[config.mk]
export PLATFORM = sky130hd
export DESIGN_NAME = ps2_key_transmitter
export DESIGN_NICKNAME = d
export VERILOG_FILES = /design/src/rtl/ps2_tx_pkg.sv /design/src/rtl/ps2_byte_fifo.sv /design/src/rtl/ps2_key_transmitter.sv
export SDC_FILE = /design/constraint.sdc
export NUM_CORES = 1
export LEC_CHECK = 0
export ABC_AREA = 1
export CORE_MARGIN = 10
export CORE_UTILIZATION = 45
export DETAILED_ROUTE_END_ITERATION = 7
export PLACE_DENSITY = 0.66
export SLEW_MARGIN = 10
export SYNTH_ARGS = -nofsm -noshare
export SYNTH_HDL_FRONTEND = slang
export SYNTH_SLANG_ARGS = --single-unit
[constraint.sdc]
create_clock -name clk_sys -period 5.19 [get_ports clk_sys]
set_input_delay 1.2975 -clock clk_sys [delete_from_list [all_inputs] [get_ports clk_sys]]
set_output_delay 1.2975 -clock clk_sys [all_outputs]
set_load 0.01 [all_outputs]
[src/rtl/ps2_tx_pkg.sv]
// Shared constants, FSM encoding and frame builder for the PS/2 device-side transmitter.
package ps2_tx_pkg;

    localparam logic [7:0] PS2_EXT    = 8'hE0;
    localparam logic [7:0] PS2_BRK    = 8'hF0;
    localparam int         FRAME_BITS = 11;

    typedef enum logic [2:0] {IDLE, BIT_HI, BIT_LO, GAP, INHIBIT} tx_state_t;

    // Shift-out order from bit 0: start 0, data LSB first, odd parity, stop 1.
    function automatic logic [FRAME_BITS-1:0] make_frame(input logic [7:0] data);
        return {1'b1, ~^data, data, 1'b0};
    endfunction

endpackage

[src/rtl/ps2_byte_fifo.sv]
// Byte FIFO between the scancode sequencer and the frame transmitter.
module ps2_byte_fifo #(
    parameter int DEPTH = 16
) (
    input  logic                     clk_sys,
    input  logic                     reset,
    input  logic                     wr,
    input  logic [7:0]               wdata,
    input  logic                     rd,
    output logic [7:0]               rdata,
    output logic                     empty,
    output logic [$clog2(DEPTH):0]   free
);
    localparam int AW = $clog2(DEPTH);
    localparam logic [AW:0] CAP = (AW+1)'(DEPTH);

    logic [7:0]    mem [DEPTH];
    logic [AW-1:0] wr_ptr;
    logic [AW-1:0] rd_ptr;
    logic [AW:0]   count;
    logic          do_wr;
    logic          do_rd;

    // A pop frees the head slot in the same cycle, so a full FIFO may still accept a write.
    assign do_rd = rd && (count != '0);
    assign do_wr = wr && ((count != CAP) || do_rd);

    assign rdata = mem[rd_ptr];
    assign empty = (count == '0);
    assign free  = CAP - count;

    always_ff @(posedge clk_sys) begin
        if (do_wr) begin
            mem[wr_ptr] <= wdata;
        end
    end

    always_ff @(posedge clk_sys) begin
        if (reset) begin
            wr_ptr <= '0;
            rd_ptr <= '0;
            count  <= '0;
        end else begin
            if (do_wr) begin
                wr_ptr <= wr_ptr + 1'b1;
            end
            if (do_rd) begin
                rd_ptr <= rd_ptr + 1'b1;
            end
            case ({do_wr, do_rd})
                2'b10:   count <= count + 1'b1;
                2'b01:   count <= count - 1'b1;
                default: count <= count;
            endcase
        end
    end

endmodule

[src/rtl/ps2_key_transmitter.sv]
// Turns hps_io ps2_key events into Set-2 scancode bytes and sends them as PS/2 device frames.
//   state   | meaning
//   IDLE    | lines released, waiting for a queued byte and a released clock line
//   BIT_HI  | clock released, current bit on data, host inhibit watched
//   BIT_LO  | clock driven low, data held
//   GAP     | lines released between frames
//   INHIBIT | host held clock low; wait for GAP consecutive high cycles, then resend
module ps2_key_transmitter
    import ps2_tx_pkg::*;
#(
    parameter int HALF  = 1500,
    parameter int GAP   = 3000,
    parameter int DEPTH = 16
) (
    input  logic        clk_sys,
    input  logic        reset,
    input  logic [10:0] ps2_key,
    input  logic        ps2_kbd_clk_in,
    output logic        ps2_kbd_clk_out,
    output logic        ps2_kbd_dat_out,
    output logic        busy,
    output logic        overflow
);
    localparam int FW   = $clog2(DEPTH) + 1;
    localparam int TMAX = (HALF > GAP) ? HALF : GAP;
    localparam int TW   = $clog2(TMAX + 1);
    localparam logic [TW-1:0] HALF_TC = TW'(HALF - 1);
    localparam logic [TW-1:0] GAP_TC  = TW'(GAP - 1);
    localparam logic [3:0]    LAST_IDX = 4'(FRAME_BITS - 1);

    logic          last_tog;
    logic [1:0]    pend_cnt;
    logic [7:0]    pend0;
    logic [7:0]    pend1;
    logic [1:0]    ev_n;
    logic [7:0]    ev_b0;
    logic [7:0]    ev_b1;
    logic [7:0]    ev_b2;
    logic          detect;
    logic          fits;
    logic          fifo_wr;
    logic [7:0]    fifo_wdata;
    logic          fifo_rd;
    logic [7:0]    fifo_head;
    logic          fifo_empty;
    logic [FW-1:0] fifo_free;

    tx_state_t            state;
    logic [TW-1:0]        tmr;
    logic [3:0]           idx;
    logic [FRAME_BITS-1:0] frame;

    always_comb begin
        ev_n  = 2'd1;
        ev_b0 = ps2_key[7:0];
        ev_b1 = 8'h00;
        ev_b2 = 8'h00;
        if (ps2_key[8] && !ps2_key[9]) begin
            ev_n  = 2'd3;
            ev_b0 = PS2_EXT;
            ev_b1 = PS2_BRK;
            ev_b2 = ps2_key[7:0];
        end else if (ps2_key[8]) begin
            ev_n  = 2'd2;
            ev_b0 = PS2_EXT;
            ev_b1 = ps2_key[7:0];
        end else if (!ps2_key[9]) begin
            ev_n  = 2'd2;
            ev_b0 = PS2_BRK;
            ev_b1 = ps2_key[7:0];
        end
    end

    // The first byte of an accepted event goes straight into the FIFO; the rest follow from pend0/pend1.
    assign detect     = (pend_cnt == 2'd0) && (ps2_key[10] != last_tog);
    assign fits       = (fifo_free >= FW'(ev_n));
    assign fifo_wr    = (detect && fits) || (pend_cnt != 2'd0);
    assign fifo_wdata = (pend_cnt != 2'd0) ? pend0 : ev_b0;
    assign fifo_rd    = (state == BIT_LO) && (tmr == '0) && (idx == LAST_IDX);
    assign busy       = !fifo_empty || (state != IDLE);

    always_ff @(posedge clk_sys) begin
        if (reset) begin
            last_tog <= ps2_key[10];
            pend_cnt <= 2'd0;
            pend0    <= 8'h00;
            pend1    <= 8'h00;
            overflow <= 1'b0;
        end else begin
            overflow <= detect && !fits;
            if (detect) begin
                last_tog <= ps2_key[10];
                if (fits) begin
                    pend0    <= ev_b1;
                    pend1    <= ev_b2;
                    pend_cnt <= ev_n - 2'd1;
                end
            end else if (pend_cnt != 2'd0) begin
                pend0    <= pend1;
                pend_cnt <= pend_cnt - 2'd1;
            end
        end
    end

    ps2_byte_fifo #(.DEPTH(DEPTH)) u_fifo (
        .clk_sys (clk_sys),
        .reset   (reset),
        .wr      (fifo_wr),
        .wdata   (fifo_wdata),
        .rd      (fifo_rd),
        .rdata   (fifo_head),
        .empty   (fifo_empty),
        .free    (fifo_free)
    );

    always_ff @(posedge clk_sys) begin
        if (reset) begin
            state           <= IDLE;
            tmr             <= '0;
            idx             <= 4'd0;
            frame           <= '1;
            ps2_kbd_clk_out <= 1'b1;
            ps2_kbd_dat_out <= 1'b1;
        end else begin
            case (state)
                IDLE: begin
                    ps2_kbd_clk_out <= 1'b1;
                    ps2_kbd_dat_out <= 1'b1;
                    if (!fifo_empty && ps2_kbd_clk_in) begin
                        frame           <= make_frame(fifo_head);
                        idx             <= 4'd0;
                        tmr             <= HALF_TC;
                        ps2_kbd_dat_out <= 1'b0;
                        state           <= BIT_HI;
                    end
                end
                BIT_HI: begin
                    if (!ps2_kbd_clk_in && (idx <= 4'd9)) begin
                        ps2_kbd_clk_out <= 1'b1;
                        ps2_kbd_dat_out <= 1'b1;
                        tmr             <= GAP_TC;
                        state           <= INHIBIT;
                    end else if (tmr == '0) begin
                        ps2_kbd_clk_out <= 1'b0;
                        tmr             <= HALF_TC;
                        state           <= BIT_LO;
                    end else begin
                        tmr <= tmr - 1'b1;
                    end
                end
                BIT_LO: begin
                    if (tmr == '0) begin
                        ps2_kbd_clk_out <= 1'b1;
                        if (idx == LAST_IDX) begin
                            ps2_kbd_dat_out <= 1'b1;
                            tmr             <= GAP_TC;
                            state           <= ps2_tx_pkg::GAP;
                        end else begin
                            idx             <= idx + 4'd1;
                            frame           <= frame >> 1;
                            ps2_kbd_dat_out <= frame[1];
                            tmr             <= HALF_TC;
                            state           <= BIT_HI;
                        end
                    end else begin
                        tmr <= tmr - 1'b1;
                    end
                end
                ps2_tx_pkg::GAP: begin
                    if (tmr == '0) begin
                        state <= IDLE;
                    end else begin
                        tmr <= tmr - 1'b1;
                    end
                end
                INHIBIT: begin
                    if (!ps2_kbd_clk_in) begin
                        tmr <= GAP_TC;
                    end else if (tmr == '0) begin
                        state <= IDLE;
                    end else begin
                        tmr <= tmr - 1'b1;
                    end
                end
                default: state <= IDLE;
            endcase
        end
    end

endmodule

# Yosys cells after proc, flatten, opt, wreduce, memory -nomap -nowiden
# Memory sizes are Yosys's and may differ from the RTL's. A register that Yosys moved wholly into a read port is not among the register bits.
# Index checks and enable logic that the tools add are counted.
[totals] wordCells=137 ff_bits=65 output_inout_bits=4 memories=1 ram_bits=128 inputBits=14
[memory_table] name="u_fifo.mem" words=16 word_bits=8 read_ports=1 rd_clocked_by_memory_dff=1 wr=1 line="ps2_byte_fifo.sv:17" text="logic [7:0] mem [DEPTH];"
[op_classes] n_reduce_logical=38 n_addsub=9 order_cmp=2 n_eq_ne=16 mux=57
[op_table] operator="8-bit 2-to-1 mux" count=11
[op_table] operator="12-bit 2-to-1 mux" count=7
[op_table] operator="12-bit one-hot mux with 5 select lines" count=1
[op_table] operator="11-bit 2-to-1 mux" count=3
[op_table] operator="11-bit one-hot mux with 2 select lines" count=1
[op_table] operator="4-bit 2-to-1 mux" count=5
[op_table] operator="3-bit 2-to-1 mux" count=6
[op_table] operator="3-bit one-hot mux with 5 select lines" count=1
[op_table] operator="2-bit 2-to-1 mux" count=7
[op_table] operator="4-bit by 1-bit adder with 4-bit output (second input constant)" count=3
[op_table] operator="12-bit logical NOT" count=1
[op_table] operator="12-bit by 1-bit subtractor with 12-bit output (second input constant)" count=1
[op_table] operator="1-bit 2-to-1 mux" count=11
[op_table] operator="1-bit logical AND" count=10
[op_table] operator="5-bit one-hot mux with 2 select lines" count=1
[op_table] operator="2-bit nonzero test" count=5
[op_table] operator="5-bit nonzero test" count=2
[op_table] operator="2-bit inequality test (second input constant)" count=4
[op_table] operator="4-bit one-hot mux with 2 select lines" count=1
[op_table] operator="4-bit AND reduction" count=2
[op_table] operator="8-bit XNOR reduction" count=1
[op_table] operator="3-bit by 2-bit == test with 1-bit output (second input constant)" count=2
[op_table] operator="1-bit one-hot mux with 3 select lines" count=2
[op_table] operator="2-bit AND reduction" count=3
[op_table] operator="22 further kinds" count=31

# Longest topological paths before layout
# Gate-level depths: netlist of run 1.
[depth] word_depth=9 mapped_depth=21 depth_no_buf=21

# By module
# From an unflattened synthesis of run 1, not the netlist that was laid out.
[hier_totals] cells_unflattened=1001 hier_area_um2=9405.3
[modules_own_cells] module="ps2_byte_fifo" seq_area_each_um2=4184.0 area_per_inst_um2=6263.5 instances=1 cells_each=538
[modules_own_cells] module="ps2_key_transmitter" seq_area_each_um2=1031.0 area_per_inst_um2=3141.8 instances=1 cells_each=463

# Worst setup path after synthesis of run 1
# Ideal clock, no wire load.
[synth_path] path_type="input to register" from="input ps2_key[8]" to="register u_fifo.count[4]" setup_time_ps=70 required_time_ps=5120 arrival_time_ps=3896 path_slack_ps=1224 path_stages=20 path_buffers=0 cell_sequence="inv_1 > ha_1 > inv_1 > ha_1 > o21ai_0 > nand4_1 > nand2_4 > nand2_4 > nand2_4 > ha_1 > xor2_1 > ha_1 > inv_1 > nand2_1 > nand2_1 > o21ai_0 > o21ai_0 > a21oi_1 > o21ai_0 > a21oi_1"
[synth_via] elab_chain_len=8 elab_cells_between_ends=11 cone_classes="order compare: 1; eq/ne: 2; mux: 3; reduce/logical: 5"
[synth_rtl] element="start, declared" line="ps2_key_transmitter.sv:17" text="input logic [10:0] ps2_key,"
[synth_rtl] element="2-bit 2-to-1 mux or 1-bit logical AND (tied branches)" line="ps2_key_transmitter.sv:63, ps2_key_transmitter.sv:58"
[synth_rtl] element="2-bit 2-to-1 mux *" line="ps2_key_transmitter.sv:58" text="if (ps2_key[8] && !ps2_key[9]) begin"
[synth_rtl] element="5-bit by 2-bit >= comparator with 1-bit output *" line="ps2_key_transmitter.sv:76" text="assign fits = (fifo_free >= FW'(ev_n));"
[synth_rtl] element="1-bit logical AND *" line="ps2_key_transmitter.sv:77" text="assign fifo_wr = (detect && fits) || (pend_cnt != 2'd0);"
[synth_rtl] element="1-bit logical OR *" line="ps2_key_transmitter.sv:77"
[synth_rtl] element="1-bit logical AND *" line="ps2_byte_fifo.sv:26" text="assign do_wr = wr && ((count != CAP) || do_rd);"
[synth_rtl] element="2-bit by 1-bit == test with 1-bit output or 2-bit == test (tied branches)" line="ps2_byte_fifo.sv:50" text="case ({do_wr, do_rd})"
[synth_rtl] element="5-bit one-hot mux with 2 select lines or 2-bit nonzero test (tied branches)"
[synth_rtl] element="end signal, assigned" line="ps2_byte_fifo.sv:51" text="2'b10: count <= count + 1'b1;"
[synth_rtl] element="end signal, assigned" line="ps2_byte_fifo.sv:52" text="2'b01: count <= count - 1'b1;"
[synth_rtl] element="end signal, assigned" line="ps2_byte_fifo.sv:53" text="default: count <= count;"
[synth_rtl] element="end, declared" line="ps2_byte_fifo.sv:20" text="logic [AW:0] count;"
# Every way passes the cells marked *; elsewhere a longest branch is shown, timed or not.
# A chain may end at the register's enable or synchronous reset.

# Final worst setup path of run 1
# Ends and elaborated chain as after synthesis.

==> results of run 1 <==
[stage by stage]
| stage | total power (uW) | hold WS [ps] | worst slack [ps] |
|---|---|---|---|
| floorplan | 3440 | 416 | 1220 |
| global placement | 3940 | 433 | 358 |
| detailed placement | 3970 | 437 | 262 |
| CTS | 5230 | 454 | 711 |
| global route | 5590 | 479 | 298 |
| finish | 5210 | 455 | 659 |
[where the power goes]
group / leakage, uW / internal (uW) / switching [uW]
Clock: 0.000273 / 638 / 626
Sequential: 0.00173 / 2040 / 136
Combinational: 0.00235 / 555 / 1220
Total: 0.00435 / 3230 / 1980
[synth_stat cells, drive strengths merged (2+ instances only)]
cell	instances	area, um^2
o21a	2	15.0
clkbuf	9	33.8
nor4	2	27.5
edfxtp	129	3870
buf	28	168
a31oi	8	50.1
inv	138	518
xor2	10	87.6
nand4	2	12.5
o221ai	3	26.3
a21oi	47	235
nor2	84	330
o211ai	21	158
nand3	96	480
dfxtp	67	1340
a211oi	8	60.1
clkinv	2	7.51
ha	22	275
nor3	16	91.3
nand2	320	1230
o21ai	56	284
[cells by family (layout without fill, tap and decap cells)]
logic type,after synthesis,count (layout),synth area share
and+or+nand+nor,523,523,0.234
DFF,196,196,0.557
buffers and inverters,177,201,0.0776
AOI/OAI and AO/OA,149,149,0.0917
adders and majority gates,22,22,0.0294
xor gates and xnor gates,11,11,0.0103
[sequential cells by signal, summed over array words and instances, names as in the netlist, named ones only]
register         cells
ps2_kbd_dat_out      1
idx                  4
pend_cnt             2
u_fifo.rd_ptr        4
overflow             1
pend1                8
frame               10
u_fifo.mem         128
state                3
pend0                8
last_tog             1
u_fifo.wr_ptr        4
ps2_kbd_clk_out      1
u_fifo.count         5
tmr                 12
[final timing paths]
check	startpoint	end	slack, ps
hold / removal	u_fifo.rd_ptr[3]$_SDFFE_PP0P_	u_fifo.rd_ptr[3]$_SDFFE_PP0P_	450
setup reg to reg	u_fifo.count[0]$_SDFFE_PP0P_	u_fifo.count[4]$_SDFFE_PP0P_	1690
setup / recovery	ps2_key[8]	u_fifo.count[4]$_SDFFE_PP0P_	660
hold reg to reg	u_fifo.rd_ptr[3]$_SDFFE_PP0P_	u_fifo.rd_ptr[3]$_SDFFE_PP0P_	450
[final cells by class]
class | count | area [um^2]
inverter | 140 | 526
fill | 1905 | 10000
clock buffer | 18 | 429
multi-input combinational | 705 | 3430
timing repair buffer | 29 | 260
sequential | 196 | 5220
tap | 270 | 338
clock inverter | 14 | 139
[routing by layer]
layer	global-route usage	wire length, um	vias to the layer above
li1	-	-	3592
met1	0.220	9960	3277
met2	0.245	9190	190
met3	0.0278	1120	37
met4	0.0585	504	0
met5	0	0	-
==> results.md, run 1 <==
- Longest Clk Path Bufs: 2
- Unrepaired setup endpoints after global routing: no
- Syn Nets: 1114
- Post-DR wirelength/cell: 15.1 um
- Iteration-0 DRC Markers: 636
- Post-CTS Setup Inserts: 0
- Core Region: 20400 um^2
- Gpl congestion: 0.897
- Layout cell share with drive strength beyond 1: 0.0599
- Max incr delay on CP: 500 ps
- Hold path cells: 1
- Post-route clock skew: 9.78 ps
- PD cells: 505 nW/um^2
- Cell family with most CP delay: adder cells
- Max IR drop VDD: 287 uV
- Placed cell count: 1340
- Gr ovfl total: 0
- Element type at the critical path start: input port
- Nets: 1125
- Clk_lat worst skew: 440 ps
- Vias in the first global route: 6722
- Area growth syn-to-layout: 10.3%
- TritonCTS clock tree: yes
- Fin util: 0.507
- Initial core utilization: 0.460
- Clock transition at path regs: 70 ps
- Slowest stage cell, crit path: clkdlybuf4s50_1
- Routed WL: 20800 um
- Final Hold Viols: 0
- YS warnings: 0
- Mapped cell area: 9370 um^2
- WP data arrival: 4900 ps
- Cts hold-fix bufs: 0
- Max Cap Violations: 0
- Data required time of the worst path: 5560 ps
- Final setup violation count: 0
- Critical path buffer and inverter count: 4
- Post-Syn Area per Cell: 8.69 um^2
- Die area: 27000 um^2
- Most frequent cells in the layout: nand2_1, edfxtp_1, inv_1
- # rows: 52
- Setup TNS: 0 ps
- Leak Pwr: 0.00435 uW
- Post-synth EDFFs: 129
- Yosys cell types: 41
- Mapped Cells: 1078
- Die Y: 164 um
- IO buf count: 17
- Sequential area share after synthesis: 0.557
- Routed Antenna Nets: 0
- Placed wire-length estimate: 13900 um
- FFs w/ async S/R, synth: 0
- Slew @ Worst Pin: 1000 ps
- Worst hold path type: flip-flop to flip-flop
- Gr usage total: 0.159
- Initial antenna violation count: 0
- Crit share post-route: 0.873
- Commonest non-fill, non-tap cell in the layout: nand2_1
- Final min period: 4530 ps
- Placed Area: 9770 um^2
- Clock Sinks: 196
- First-pass GRT wire length: 34300 um
- Fin area: 10300 um^2
- Reg2reg path depth: 19
- Achievable Freq: 221 MHz
- N_diodes: 0
- Via Count: 7096
- Fin cells: 1372
- Critical path class: input port to flip-flop
- Main flop type after synthesis: edfxtp_1
- IO Pins: 18
- Max_slew headroom: 0.330
- Critical Path, Cell by Cell: clkdlybuf4s50_1 > inv_1 > ha_1 > inv_1 > ha_1 > o21ai_0 > nand4_1 > nand2_4 > nand2_4 > nand2_4 > ha_1 > xor2_1 > ha_1 > inv_1 > nand2_1 > nand2_1 > o21ai_0 > o21ai_0 > a21oi_1 > o21ai_0 > a21oi_1
- Drc violations: 0
- Pin count of the biggest net entering global routing: 72
- Post-cts resize count: 0
- DR pass1 iterations: 5
- Die W: 164 um
- CP Depth: 21
- Root buf cell: clkbuf_16
- Final Slew Violations: 0
- CTS Buf Count: 17
- H-tree levels: 4
- Max FO, Critical Path: 18
- Critical path endpoint category: flip-flop
- Number of synthesized register bits: 196
- DR vias/cell: 5.17
- Outcome: finished, final reports clean
(Power assumes the default switching activity.)
==> run 2, diff against run 1 <==
--- a/config.mk
+++ b/config.mk
@@ -8,7 +8,10 @@
 export ABC_AREA = 1
 export CORE_MARGIN = 10
 export CORE_UTILIZATION = 45
+export CTS_BUF_LIST = sky130_fd_sc_hd__clkbuf_4
+export CTS_CLUSTER_SIZE = 30
 export DETAILED_ROUTE_END_ITERATION = 7
+export MAX_ROUTING_LAYER = met4
 export PLACE_DENSITY = 0.66
 export SLEW_MARGIN = 10
 export SYNTH_ARGS = -nofsm -noshare
==> results.md, run 2 (synthesis gave the netlist of run 1 again) <==
- Max FO, Critical Path: 18 (unchanged)
- Final Slew Violations: 0 (unchanged)
- Longest Clk Path Bufs: 2 (unchanged)
- Gr ovfl total: 0 (unchanged)
- Initial core utilization: 0.460 (unchanged)
- Placed Area: 9770 um^2 (unchanged)
- Worst hold margin: 469 ps (+13.8 ps)
- Max_slew headroom: 0.326 (-0.00318)
- Fin area: 10100 um^2 (-2.3%)
- Crit share post-route: 0.826 (-0.0474)
- Max reg flops: 128 (unchanged)
- # rows: 52 (unchanged)
- Core Region: 20400 um^2 (unchanged)
- Post-route clock skew: 26.7 ps (+17.0 ps)
- Final setup violation count: 0 (unchanged)
- Clock transition at path regs: 180 ps (+110 ps)
- Critical path endpoint category: flip-flop
- Met3 usage: 0.0255 (-0.00225)
- Die area: 27000 um^2 (unchanged)
- Via Count: 7058 (-0.54%)
- Largest regs: u_fifo.mem (128), tmr (12), frame (10)
- Nets: 1125 (unchanged)
- Outcome: finished, final reports clean
- Hold Path Origin: u_fifo.rd_ptr[3]$_SDFFE_PP0P_
- Reg2Reg Capture Point: u_fifo.count[4]$_SDFFE_PP0P_
- DR pass1 iterations: 5 (unchanged)
- CTS Buf Count: 17 (unchanged)
- H-tree levels: 4 (unchanged)
- Routed WL: 20500 um (-1.3%)
- Leak Pwr: 0.00425 uW (-2.3%)
- Max IR drop VDD: 236 uV (-18%)
- Post-cts resize count: 0 (unchanged)
- Clk_lat worst skew: 610 ps (+170 ps)
- Met1 GRT Util: 0.214 (-0.00583)
- GRT busiest layer: met2
- Initial antenna violation count: 1 (+1)
- TritonCTS clock tree: yes
- Critical Path, Cell by Cell: clkdlybuf4s50_1 > inv_1 > ha_1 > inv_1 > ha_1 > o21ai_0 > nand4_1 > nand2_4 > nand2_4 > nand2_4 > ha_1 > xor2_1 > ha_1 > inv_1 > nand2_1 > nand2_1 > o21ai_0 > o21ai_0 > a21oi_1 > o21ai_0 > a21oi_1
- PD cells: 476 nW/um^2 (-5.6%)
- Element type at the critical path start: input port
- IO buf count: 17 (unchanged)
- Post-DR wirelength/cell: 14.9 um (-1.4%)
- Layout cell share with drive strength beyond 1: 0.0617 (+0.00181)
- DR vias/cell: 5.14 (-0.61%)
- Achievable Freq: 233 MHz (+5.7%)
- Reg2reg setup slack: 1700 ps (about the same)
- Setup TNS: 0 ps (unchanged)
- Multi-input gate area: 3430 um^2 (unchanged)
- Worst hold path type: flip-flop to flip-flop
- Pin count of the biggest net entering global routing: 71 (-1.4%)
- Largest Register: u_fifo.mem
- R2r startpoint: u_fifo.count[0]$_SDFFE_PP0P_
- Unrepaired setup endpoints after global routing: no
- Critical path class: input port to flip-flop
- Cts hold-fix bufs: 0 (unchanged)
- Data required time of the worst path: 5750 ps (+190 ps)
- Final min period: 4290 ps (-246 ps)
- Cell family with most CP delay: adder cells
- Area growth syn-to-layout: 7.80%
- Die Y: 164 um (unchanged)
- IO Pins: 18 (unchanged)
- Gr usage total: 0.160 (+0.000782)
- Layout fillers: 1894 (-0.58%)
- Vias in the first global route: 6614 (-1.6%)
- WP data arrival: 4850 ps (-50 ps)
- Met2 usage: 0.245 (-0.000737)
- Max incr delay on CP: 500 ps (about the same)
- Hold path cells: 1 (unchanged)
- Sequential cell area: 5220 um^2 (unchanged)
- Die W: 164 um (unchanged)
- Routed Antenna Nets: 0 (unchanged)
- Reg2reg path depth: 20 (+1)
- Iteration-0 DRC Markers: 569 (-11%)
- Final Hold Viols: 0 (unchanged)
- Most frequent cells in the layout: nand2_1, edfxtp_1, inv_1
- Fin util: 0.496 (-0.0116)
- Critical path buffer and inverter count: 4 (unchanged)
- Drc violations: 0 (unchanged)
- First-pass GRT wire length: 33500 um (-2.2%)
- Gpl congestion: 0.910 (+1.4%)
- Slowest stage cell, crit path: clkdlybuf4s50_1
- Post-CTS Setup Inserts: 0 (unchanged)
- Commonest non-fill, non-tap cell in the layout: nand2_1
- Slew @ Worst Pin: 1010 ps (+4.76 ps)
- Clock Sinks: 196 (unchanged)
- Max Cap Violations: 0 (unchanged)
- Root buf cell: clkbuf_4
- Placed wire-length estimate: 13900 um (about the same)
-- run 2: worst max path at each step --
| stage | startpoint | to | depth (start not counted) |
|---|---|---|---|
| after floorplan | ps2_key[8] | u_fifo.count[4]$_SDFFE_PP0P_ | 20 |
| after global placement | ps2_key[8] | u_fifo.count[4]$_SDFFE_PP0P_ | 21 |
| after detailed placement | ps2_key[8] | u_fifo.count[4]$_SDFFE_PP0P_ | 21 |
| after CTS | ps2_key[8] | u_fifo.count[4]$_SDFFE_PP0P_ | 21 |
| after global routing | ps2_key[8] | u_fifo.count[4]$_SDFFE_PP0P_ | 21 |
| final | ps2_key[8] | u_fifo.count[4]$_SDFFE_PP0P_ | 21 |
-- run 2: final cells by class --
class | count | area share
Multi-Input combinational cell | 705 | 0.339
Timing Repair Buffer | 29 | 0.0258
Tap cell | 270 | 0.0334
Sequential cell | 196 | 0.516
Clock inverter | 15 | 0.0201
Inverter | 140 | 0.0520
Antenna cell | 1 | 0.000248
Clock buffer | 17 | 0.0126
-- run 2: routing by layer --
| layer | part of all wire | wire (um) | vias up |
|---|---|---|---|
| met1 | 0.48 | 9760 | 3270 |
| met3 | 0.052 | 1070 | 27 |
| li1 | - | - | 3576 |
| met5 | 0 | 0 | - |
| met4 | 0.016 | 336 | 0 |
| met2 | 0.46 | 9340 | 185 |
-- run 2: report_power, final --
group	internal [uW]	total (uW)	leakage (uW)	switching, uW
Combinational	555	1770	0.00235	1220
Sequential	2040	2170	0.00173	134
Clock	276	868	0.000173	593
-- run 2: per-stage QoR --
stage | total power (uW) | setup slack [ps] | std cells
final | 4810 | 905 | 1373
after global routing | 5180 | 565 | 1373
after CTS | 4840 | 939 | 1372
after detailed placement | 3970 | 310 | 1340
after global placement | 3940 | 389 | 1340
after floorplan | 3440 | 1220 | 1078
